[src/rtl/demosaicing_frame_ctrl_if.sv]
// demosaicing_frame_ctrl_if
//   The raw AXI4-Stream handshake seen by the demosaicing core. The frame
//   controller only observes these signals and never drives them.
//   tvalid / tready : handshake; a beat is tvalid && tready
//   tlast           : end of line
//   tuser           : start of frame
//   master : the side that drives the stream (source/sink pair or a bench)
//   slave  : the passive observer (frame controller)
interface demosaicing_frame_ctrl_if;
  logic tvalid;
  logic tready;
  logic tlast;
  logic tuser;

  modport master (output tvalid, tready, tlast, tuser);
  modport slave  (input  tvalid, tready, tlast, tuser);
endinterface

[src/rtl/demosaicing_frame_ctrl.sv]
// demosaicing_frame_ctrl
//   Frame-synchronous controller for the bilinear 3x3 demosaicing datapath.
//   Bayer pattern / enable written by CSR are staged and only handed to the
//   datapath on a start-of-frame beat. The raw stream is snooped to track
//   x/y position, count completed frames and latch sticky geometry errors.
//
//   Optional build macro: DEMOSAICING_FRAME_CTRL_TIMEOUT_EN adds a stall
//   counter that drops back to IDLE after TIMEOUT_CYCLES beat-less cycles
//   inside a frame. Without it timeout_err_o is constant 0.
//
//   Ports
//     clk_i, rst_n_i          clock, synchronous active-low reset
//     cfg_pattern_i/cfg_en_i  requested Bayer order / enable
//     cfg_update_i            stage the request (pulse)
//     err_clr_i               clear sticky errors (pulse)
//     mon                     snooped raw stream (slave modport)
//     pattern_o/en_o          active setting to the datapath
//     update_pending_o        staged setting awaiting SOF
//     in_frame_o              FSM in ACTIVE
//     frame_cnt_o             completed frames (wraps)
//     *_err_o                 sticky line / frame / sof / timeout errors
module demosaicing_frame_ctrl #(
  parameter int FRAME_RES_X     = 1920,
  parameter int FRAME_RES_Y     = 1080,
  parameter int FRAME_CNT_WIDTH = 16,
  parameter int TIMEOUT_CYCLES  = 4096
) (
  input  logic                       clk_i,
  input  logic                       rst_n_i,
  input  logic [1:0]                 cfg_pattern_i,
  input  logic                       cfg_en_i,
  input  logic                       cfg_update_i,
  input  logic                       err_clr_i,
  demosaicing_frame_ctrl_if.slave    mon,
  output logic [1:0]                 pattern_o,
  output logic                       en_o,
  output logic                       update_pending_o,
  output logic                       in_frame_o,
  output logic [FRAME_CNT_WIDTH-1:0] frame_cnt_o,
  output logic                       line_err_o,
  output logic                       frame_err_o,
  output logic                       sof_err_o,
  output logic                       timeout_err_o
);
  localparam int XW = $clog2(FRAME_RES_X + 2);
  localparam int YW = $clog2(FRAME_RES_Y + 2);
  localparam logic [XW-1:0] X_LINE = XW'(FRAME_RES_X);
  localparam logic [XW-1:0] X_MAX  = XW'(FRAME_RES_X + 1);
  localparam logic [YW-1:0] Y_FRAME = YW'(FRAME_RES_Y);

  if (TIMEOUT_CYCLES < 1) begin : g_bad_timeout
    $error("TIMEOUT_CYCLES must be positive");
  end

  typedef enum logic [1:0] {IDLE, ACTIVE, GAP} state_t;

  state_t state, state_nxt;
  logic [XW-1:0] x, x_nxt, px, pcnt;
  logic [YW-1:0] y, y_nxt, py, y_inc;
  logic [FRAME_CNT_WIDTH-1:0] cnt_nxt;
  logic [1:0] stg_pat;
  logic stg_en;
  logic beat, sof, run;
  logic line_set, frame_set, sof_set;

  assign beat = mon.tvalid && mon.tready;
  assign sof  = beat && mon.tuser;

`ifdef DEMOSAICING_FRAME_CTRL_TIMEOUT_EN
  localparam int TW = $clog2(TIMEOUT_CYCLES + 1);
  logic [TW-1:0] stall;
  logic to_set;
`endif

  always_comb begin
    state_nxt = state;
    x_nxt     = x;
    y_nxt     = y;
    cnt_nxt   = frame_cnt_o;
    line_set  = 1'b0;
    frame_set = 1'b0;
    sof_set   = 1'b0;
    run       = 1'b0;
    px        = x;
    py        = y;
    // An SOF beat restarts position from zero and is then counted as the
    // first pixel, so SOF+tlast naturally becomes a 1-pixel line.
    if (sof) begin
      if (state == ACTIVE) begin
        sof_set   = (x != '0);
        frame_set = (y != Y_FRAME);
      end
      state_nxt = ACTIVE;
      px        = '0;
      py        = '0;
      run       = 1'b1;
    end else if (beat) begin
      case (state)
        ACTIVE:  run = 1'b1;
        GAP:     frame_set = 1'b1;
        default: ;
      endcase
    end
    pcnt  = (px == X_MAX) ? px : px + XW'(1);
    y_inc = py + YW'(1);
    if (run) begin
      if (mon.tlast) begin
        line_set = (pcnt != X_LINE);
        x_nxt    = '0;
        y_nxt    = y_inc;
        if (y_inc == Y_FRAME) begin
          cnt_nxt   = frame_cnt_o + FRAME_CNT_WIDTH'(1);
          state_nxt = GAP;
        end
      end else begin
        x_nxt = pcnt;
        y_nxt = py;
      end
    end
`ifdef DEMOSAICING_FRAME_CTRL_TIMEOUT_EN
    to_set = 1'b0;
    if (state == ACTIVE && !beat && stall == TW'(TIMEOUT_CYCLES - 1)) begin
      to_set    = 1'b1;
      state_nxt = IDLE;
      x_nxt     = '0;
      y_nxt     = '0;
    end
`endif
  end

  always_ff @(posedge clk_i) begin
    if (!rst_n_i) begin
      state            <= IDLE;
      x                <= '0;
      y                <= '0;
      frame_cnt_o      <= '0;
      in_frame_o       <= 1'b0;
      line_err_o       <= 1'b0;
      frame_err_o      <= 1'b0;
      sof_err_o        <= 1'b0;
      stg_pat          <= '0;
      stg_en           <= 1'b0;
      update_pending_o <= 1'b0;
      pattern_o        <= '0;
      en_o             <= 1'b0;
    end else begin
      state       <= state_nxt;
      x           <= x_nxt;
      y           <= y_nxt;
      frame_cnt_o <= cnt_nxt;
      in_frame_o  <= (state_nxt == ACTIVE);
      // A new error in the same cycle as a clear survives.
      line_err_o  <= (line_err_o  & ~err_clr_i) | line_set;
      frame_err_o <= (frame_err_o & ~err_clr_i) | frame_set;
      sof_err_o   <= (sof_err_o   & ~err_clr_i) | sof_set;
      // Apply uses the setting staged before this cycle; an update landing
      // on the SOF beat itself stays pending for the following frame.
      if (sof && update_pending_o) begin
        pattern_o <= stg_pat;
        en_o      <= stg_en;
      end
      if (cfg_update_i) begin
        stg_pat          <= cfg_pattern_i;
        stg_en           <= cfg_en_i;
        update_pending_o <= 1'b1;
      end else if (sof) begin
        update_pending_o <= 1'b0;
      end
    end
  end

`ifdef DEMOSAICING_FRAME_CTRL_TIMEOUT_EN
  always_ff @(posedge clk_i) begin
    if (!rst_n_i) begin
      stall         <= '0;
      timeout_err_o <= 1'b0;
    end else begin
      if (state_nxt != ACTIVE || beat) stall <= '0;
      else                             stall <= stall + TW'(1);
      timeout_err_o <= (timeout_err_o & ~err_clr_i) | to_set;
    end
  end
`else
  assign timeout_err_o = 1'b0;
`endif
endmodule
[src/flat_wrapper.sv]
// flat-port wrapper written by rule: the top's interface ports become plain ports
module demosaicing_frame_ctrl_flat 
#(
  parameter int FRAME_RES_X     = 1920,
  parameter int FRAME_RES_Y     = 1080,
  parameter int FRAME_CNT_WIDTH = 16,
  parameter int TIMEOUT_CYCLES  = 4096
)
  (clk_i, rst_n_i, cfg_pattern_i, cfg_en_i, cfg_update_i, err_clr_i, pattern_o, en_o, update_pending_o, in_frame_o, frame_cnt_o, line_err_o, frame_err_o, sof_err_o, timeout_err_o, mon_tvalid, mon_tready, mon_tlast, mon_tuser);
  demosaicing_frame_ctrl_if mon_i ();
  input  logic clk_i;
  input  logic rst_n_i;
  input  logic [1:0] cfg_pattern_i;
  input  logic cfg_en_i;
  input  logic cfg_update_i;
  input  logic err_clr_i;
  output logic [1:0] pattern_o;
  output logic en_o;
  output logic update_pending_o;
  output logic in_frame_o;
  output logic [FRAME_CNT_WIDTH-1:0] frame_cnt_o;
  output logic line_err_o;
  output logic frame_err_o;
  output logic sof_err_o;
  output logic timeout_err_o;
  input wire logic [$bits(mon_i.tvalid)-1:0] mon_tvalid;
  input wire logic [$bits(mon_i.tready)-1:0] mon_tready;
  input wire logic [$bits(mon_i.tlast)-1:0] mon_tlast;
  input wire logic [$bits(mon_i.tuser)-1:0] mon_tuser;
  assign mon_i.tvalid = mon_tvalid;
  assign mon_i.tready = mon_tready;
  assign mon_i.tlast = mon_tlast;
  assign mon_i.tuser = mon_tuser;
  demosaicing_frame_ctrl #(.FRAME_RES_X(FRAME_RES_X), .FRAME_RES_Y(FRAME_RES_Y), .FRAME_CNT_WIDTH(FRAME_CNT_WIDTH), .TIMEOUT_CYCLES(TIMEOUT_CYCLES)) u_core (.clk_i(clk_i), .rst_n_i(rst_n_i), .cfg_pattern_i(cfg_pattern_i), .cfg_en_i(cfg_en_i), .cfg_update_i(cfg_update_i), .err_clr_i(err_clr_i), .mon(mon_i), .pattern_o(pattern_o), .en_o(en_o), .update_pending_o(update_pending_o), .in_frame_o(in_frame_o), .frame_cnt_o(frame_cnt_o), .line_err_o(line_err_o), .frame_err_o(frame_err_o), .sof_err_o(sof_err_o), .timeout_err_o(timeout_err_o));
endmodule
[config.mk]
export PLATFORM = sky130hd
export DESIGN_NAME = demosaicing_frame_ctrl_flat
export DESIGN_NICKNAME = d
export VERILOG_FILES = /design/src/rtl/demosaicing_frame_ctrl_if.sv /design/src/rtl/demosaicing_frame_ctrl.sv /design/src/flat_wrapper.sv
export SDC_FILE = /design/constraint.sdc
export NUM_CORES = 1
export LEC_CHECK = 0
export CORE_AREA = 2 2 73 127
export DETAILED_ROUTE_END_ITERATION = 12
export DIE_AREA = 0 0 75 129
export DONT_BUFFER_PORTS = 1
export HOLD_SLACK_MARGIN = 0.1
export SLEW_MARGIN = 40
export SYNTH_ARGS = -nofsm -noshare
export SYNTH_HDL_FRONTEND = slang
export SYNTH_SLANG_ARGS = --single-unit
[constraint.sdc]
create_clock -name clk_i -period 3.6 [get_ports clk_i]
set_clock_uncertainty 0.15 [all_clocks]
set_input_delay 0.72 -clock clk_i [delete_from_list [all_inputs] [get_ports clk_i]]
set_output_delay 0.72 -clock clk_i [all_outputs]
set_load 0.03 [all_outputs]
Yosys cells after proc, flatten, opt, wreduce, memory -nomap -nowiden
Index checks and enable logic that the tools add are counted.
- register bits after elaboration: 51
- memories kept: 0
- output and inout bits: 25
- bits in latches: 0
- logic and storage cells: 58
- memory bits (read-only): 0
- input port bits: 11
- RAM bits: 0
- bitwise logic cells: 7
- magnitude comparators: 0
- eq/ne operators: 7
- $mul: 0
- reduce and logical (&&, ||, !) cells: 6
- div/mod/pow operators: 0
- mux-type cells: 22
- $add $sub $neg: 3
- shift-type cells: 0
- operator list (operator ; count):
    $mux 11 ; 5
    $add 11x1->11 const B ; 2
    $eq 11x11->1 const B ; 2
    $ne 11x11->1 const B ; 2
    $add 16x1->16 const B ; 1
    $mux 1 ; 13
    $reduce_bool 11->1 ; 1
    $mux 2 ; 4
    $eq 2x1->1 const B ; 2
    $and 1x1->1 ; 3
    $logic_and 1x1->1 ; 3
    $or 1x1->1 ; 3
    $reduce_and 3->1 ; 1
    $eq 2x2->1 const B ; 1
    $reduce_bool 2->1 ; 1
    $not 1->1 ; 1

Depth between registers and ports, before layout
- depth in word-level cells: 9
- gate-level depth with buffers: 11
- mapped depth without buffers: 10

Worst setup path after synthesis
OpenSTA, ideal clock, no wires.
- path type: input port to flip-flop
- from: in mon_tuser
- to: reg u_core.frame_cnt_o[15]
- data required time: 3.332 ns
- data arrival time: 2.904 ns
- library setup time: 0.118 ns
- path buffers: 2
- slack: 0.428 ns
- stages on the path: 11
- cells stage by stage: nand3_2 -> clkbuf_1 -> and2_1 -> ha_1 -> nand3_2 -> nor2_1 -> o31a_1 -> a2111oi_4 -> buf_6 -> nand4_4 -> mux2i_1
- word-level cells in the longest chain between the ends: 5
- elaborated cells on any way between the ends: 6
- classes of those cells: 1 x add/sub; 1 x eq/ne; 2 x mux; 2 x reduce/logical
- RTL lines (what ; RTL line ; text):
    start: declaration ; flat_wrapper.sv:29 ; input wire logic [$bits(mon_i.tuser)-1:0] mon_tuser;
    $logic_and 1x1->1 (*) ; demosaicing_frame_ctrl.sv:67 ; assign sof = beat && mon.tuser;
    $mux 11 ; demosaicing_frame_ctrl.sv:88 ; if (sof) begin
    $add 11x1->11 ; demosaicing_frame_ctrl.sv:105 ; y_inc = py + YW'(1);
    $eq 11x11->1 ; demosaicing_frame_ctrl.sv:111 ; if (y_inc == Y_FRAME) begin
    $reduce_and 3->1 (no line) (*) ; -- ;
    end signal: assignment ; demosaicing_frame_ctrl.sv:150 ; frame_cnt_o <= cnt_nxt;
    end: declaration ; demosaicing_frame_ctrl.sv:39 ; output logic [FRAME_CNT_WIDTH-1:0] frame_cnt_o,
Mark *: on every way between the ends. The rest lies on a longest branch, timed or not.
A chain may end at the register's enable or synchronous reset.

Worst setup path after layout
- from: in mon_tuser
- to: reg u_core.frame_cnt_o[13]
The elaborated chain is that of the path after synthesis.

==> implementation parameters <==
Parameter                              Value

Synth
  Post-synthesis async set-or-reset flop share ... 0%
  Share of synthesized cell area in full adder, half adder and majority cells ... 1.27%
  Combinational family with the most area after synthesis ... simple AND/OR/NAND/NOR gates
  Count of flip-flops with a built-in enable after synthesis ... 0
  Number of synthesized register bits ... 51
  Number of warnings printed during yosys synthesis ... 0
  Simple logic cell fraction of the synthesized area ... a little under two fifths
  Mapped Area ... ~0.003 mm²
  Number of cells produced by synthesis ... 357
  Fraction of synthesized area in multiplexers ... around 6.1%
  Dominant synthesized flop cell ... dfxtp_1
  Synthesized netlist net count ... 371
  Area fraction in compound gates after synthesis ... 14.1%
  Share of the yosys chip area belonging to registers ... ~35%
  Post-synthesis xor/xnor area fraction ... between 2 and 3%
  Number of distinct library cell variants in the gate-level netlist after synthesis ... ~50
  Synthesized area divided by synthesized cell count ... about 8.3 µm²

Routing
  Routed len/inst ... 15.6 µm
  DR WL met2 ... 4.03 mm
  First-pass iteration count of the detailed router ... 4
  Average vias per placed instance ... 5.60
  Top Layer Used ... met4
  Metal1 wirelength ... 2.71 mm
  Iteration-0 DRC Markers ... roughly 110
  Post-route DRC ... 0
  Antenna viol nets, final ... 0
  Routed Wire Length ... 7.26 mm
  Vias ... around 2600
  Met3 Wirelength ... 359 µm

Global routing
  Residual overflow from global routing ... 0
  Wire length of the first global-routing pass ... about 12 mm
  Vias in the first global route ... about 2400
  Aggregate global-route resource usage ... 15.5%
  Pin count of the biggest net entering global routing ... 57
  Number of antenna violations at the first check in global routing ... 0

Finish
  Area growth syn-to-layout ... 8.69%
  Nets ... 361
  Fraction of layout cells with a size suffix above 1 ... 7.47%
  Antenna Diode Count ... 0
  Post-route cell area ... approximately 0.0032 mm²
  Post-route non-filler standard cell count ... approximately 470

Timing
  Min Hold Slack ... between 0.3 and 0.4 ns
  Post-route clock period utilization ... approximately 77%
  Final worst setup slack ... approximately 0.84 ns
  Count of final max-slew check failures ... 0
  Setup repair after global routing missed its margin ... false
  Count of final hold-check violations ... 0
  Relative max-transition margin ... 58.5%
  Setup TNS after final layout ... 0 ns
  Highest clock rate ... ~360 MHz
  Least-Margin Pin Slew ... between 0.6 and 0.7 ns
  Post-layout min period ... 2.76 ns
  Final setup fails ... 0

Clocking
  # Post-CTS Setup Buffers ... 0
  CTS-repair resized insts ... 0
  H-Tree Depth ... 2
  CTS tree ... yes
  Clock root buffer ... clkbuf_16
  Clock slew seen by the registers of the worst setup and hold paths ... ~0.070 ns
  Num CTS Buffers ... 5
  Post-CTS Hold Buffers ... 0
  Clock Sink Count ... 51
  CTS Buffer Depth ... 2
  Worst-Skew Late Latency ... around 0.3 ns

Placement
  Place WS ... between 0.5 and 0.6 ns
  Placer Congestion ... about 0.9
  Cell total after placement ... between 400 and 500
  Placed inst area ... approximately 0.0030 mm²
  Count of port buffers added during placement ... 0
  Final HPWL DP ... 5.29 mm

Job
  Number of maximum-capacitance constraint violations ... 0

Critical path
  Crit-path max cell delay ... roughly 0.34 ns
  Slowest stage cell, crit path ... a2111oi_4
  Critical Path Sink Type ... register
  Worst path most repeated cell ... nand3_2
  Worst path cell trace ... nand3_2, and2_1, ha_1, nand3_2, nor2_1, o31a_1, a2111oi_4, buf_4, nand4_1, mux2i_1
  Data arrival time of the critical path ... 2.80 ns
  Path type of the worst setup path ... in -> reg
  Crit path max fanout ... 18
  Startpoint type of the worst setup path ... input port
  CP Data Required Time ... ~3.6 ns

Outcome
  Status ... finished clean

Die
  Starting Density ... 34.3%
  Core footprint ... between 0.008 and 0.009 mm²
  IO Pins ... 36
  Die outline height ... approximately 130 µm
  Full die area ... around 0.0097 mm²
  Floorplan row count ... between 40 and 50
  Horizontal die dimension ... ~75 µm

Power
  Cell area power density ... 386 mW/mm²
  Leak ... 1.17 nW
  Largest vdd supply drop ... between 0.0002 and 0.0003 V

Min path
  Hold Path Class ... reg -> reg
==> per-stage QoR <==
stage	total power, mW	util (%)
after floorplan	0.634	-
after global placement	0.635	35.0
after detailed placement	0.636	35.0
after CTS	1.25	37.2
after global routing	1.27	37.2
final	1.24	37.2
==> logic make-up (layout without fill, tap and decap cells) <==
kind of cell               Yosys count  count (layout)
buffers and inverters               26              17
xor gates and xnor gates            10              10
AOI/OAI and AO/OA                   63              63
other                                1               1
DFF                                 51              51
muxes                               18              18
and+or+nand+nor                    185             185
adders and majority gates            3               3
==> sequential cells by signal, summed over array words and instances (netlist names) <==
register,count
u_core.state,2
u_core.in_frame_o,1
u_core.sof_err_o,1
u_core.y,11
u_core.frame_cnt_o,16
u_core.update_pending_o,1
u_core.en_o,1
u_core.stg_en,1
u_core.frame_err_o,1
u_core.pattern_o,2
u_core.stg_pat,2
u_core.line_err_o,1
u_core.x,11
==> layer usage <==
layer	track usage [%]	up-vias
met5	0	-
met4	8.09	0
met3	3.13	9
met1	15.9	1254
li1	-	1261
met2	28.4	80
==> path summary, 6_finish.rpt <==
| kind | from | to | slack (ns) | cells past startpoint |
|---|---|---|---|---|
| min reg2reg | u_core.stg_en | u_core.en_o | 0.33 | 2 |
| min | u_core.stg_en | u_core.en_o | 0.33 | 2 |
| max | mon_tuser | u_core.frame_cnt_o[13] | 0.84 | 10 |
| max reg2reg | u_core.y[0] | u_core.frame_cnt_o[13] | 0.96 | 9 |
==> synth_stat cells, types with 2 or more instances <==
cell type,number,area share (%)
dfxtp_1,51,35
nand2_1,36,4.6
nor2_1,28,3.6
a21oi_1,19,3.2
mux2i_1,18,6.1
nand2b_1,17,3.6
nand3_1,17,2.9
nor2b_1,17,3.6
o21ai_0,14,2.4
clkbuf_1,13,1.7
nand4_1,11,2.3
nand3_2,8,2.7
a21boi_0,7,1.8
and2_1,6,1.3
and3_1,6,1.3
inv_1,6,0.76
nor3_1,6,1.0
xnor2_1,6,1.8
a22oi_1,5,1.3
and4_1,5,1.5
nor4_1,5,1.1
o21a_1,5,1.3
a31oi_1,4,0.85
nand4b_1,4,1.2
or3_1,4,0.85
xor2_1,4,1.2
buf_2,3,0.51
ha_1,3,1.3
nor3b_1,3,0.76
buf_4,2,0.51
buf_6,2,0.76
nand3b_1,2,0.51
nand4_2,2,0.85
o31a_1,2,0.59
or4_1,2,0.51
==> report_power, final <==
group	internal [mW]	switching [mW]	leakage [nW]	total (mW)
Clock	0.399	0.215	0.0911	0.614
Combinational	0.0174	0.0264	0.662	0.0438
Sequential	0.569	0.00959	0.412	0.579
==> critical path: cells and delay by family <==
kind | cells | cell delay [ns]
adders and majority gates | 1 | 0.28
AOI/OAI and AO/OA | 2 | 0.62
and+or+nand+nor | 5 | 0.73
muxes | 1 | 0.15
buffers and inverters | 1 | 0.31
==> final cells by class <==
cell class                      count  area, µm²
Fill cell                         871       5410
Timing Repair Buffer                3       22.5
Inverter                            6       22.5
Clock inverter                      2       60.1
Clock buffer                        6        129
Tap cell                          117        146
Sequential cell                    51       1020
Multi-Input combinational cell    280       1810
==> placed cells by master, fill, tap and decap left out, types with 7 or more instances in the layout <==
master    synthesis  routed
a21boi_0          7       7
a21oi_1          19      19
dfxtp_1          51      51
mux2i_1          18      18
nand2_1          36      36
nand2b_1         17      17
nand3_1          17      17
nand3_2           8       8
nand4_1          11      11
nor2_1           28      28
nor2b_1          17      17
o21ai_0          14      14
Note: power is estimated with default switching activity, not from simulation.
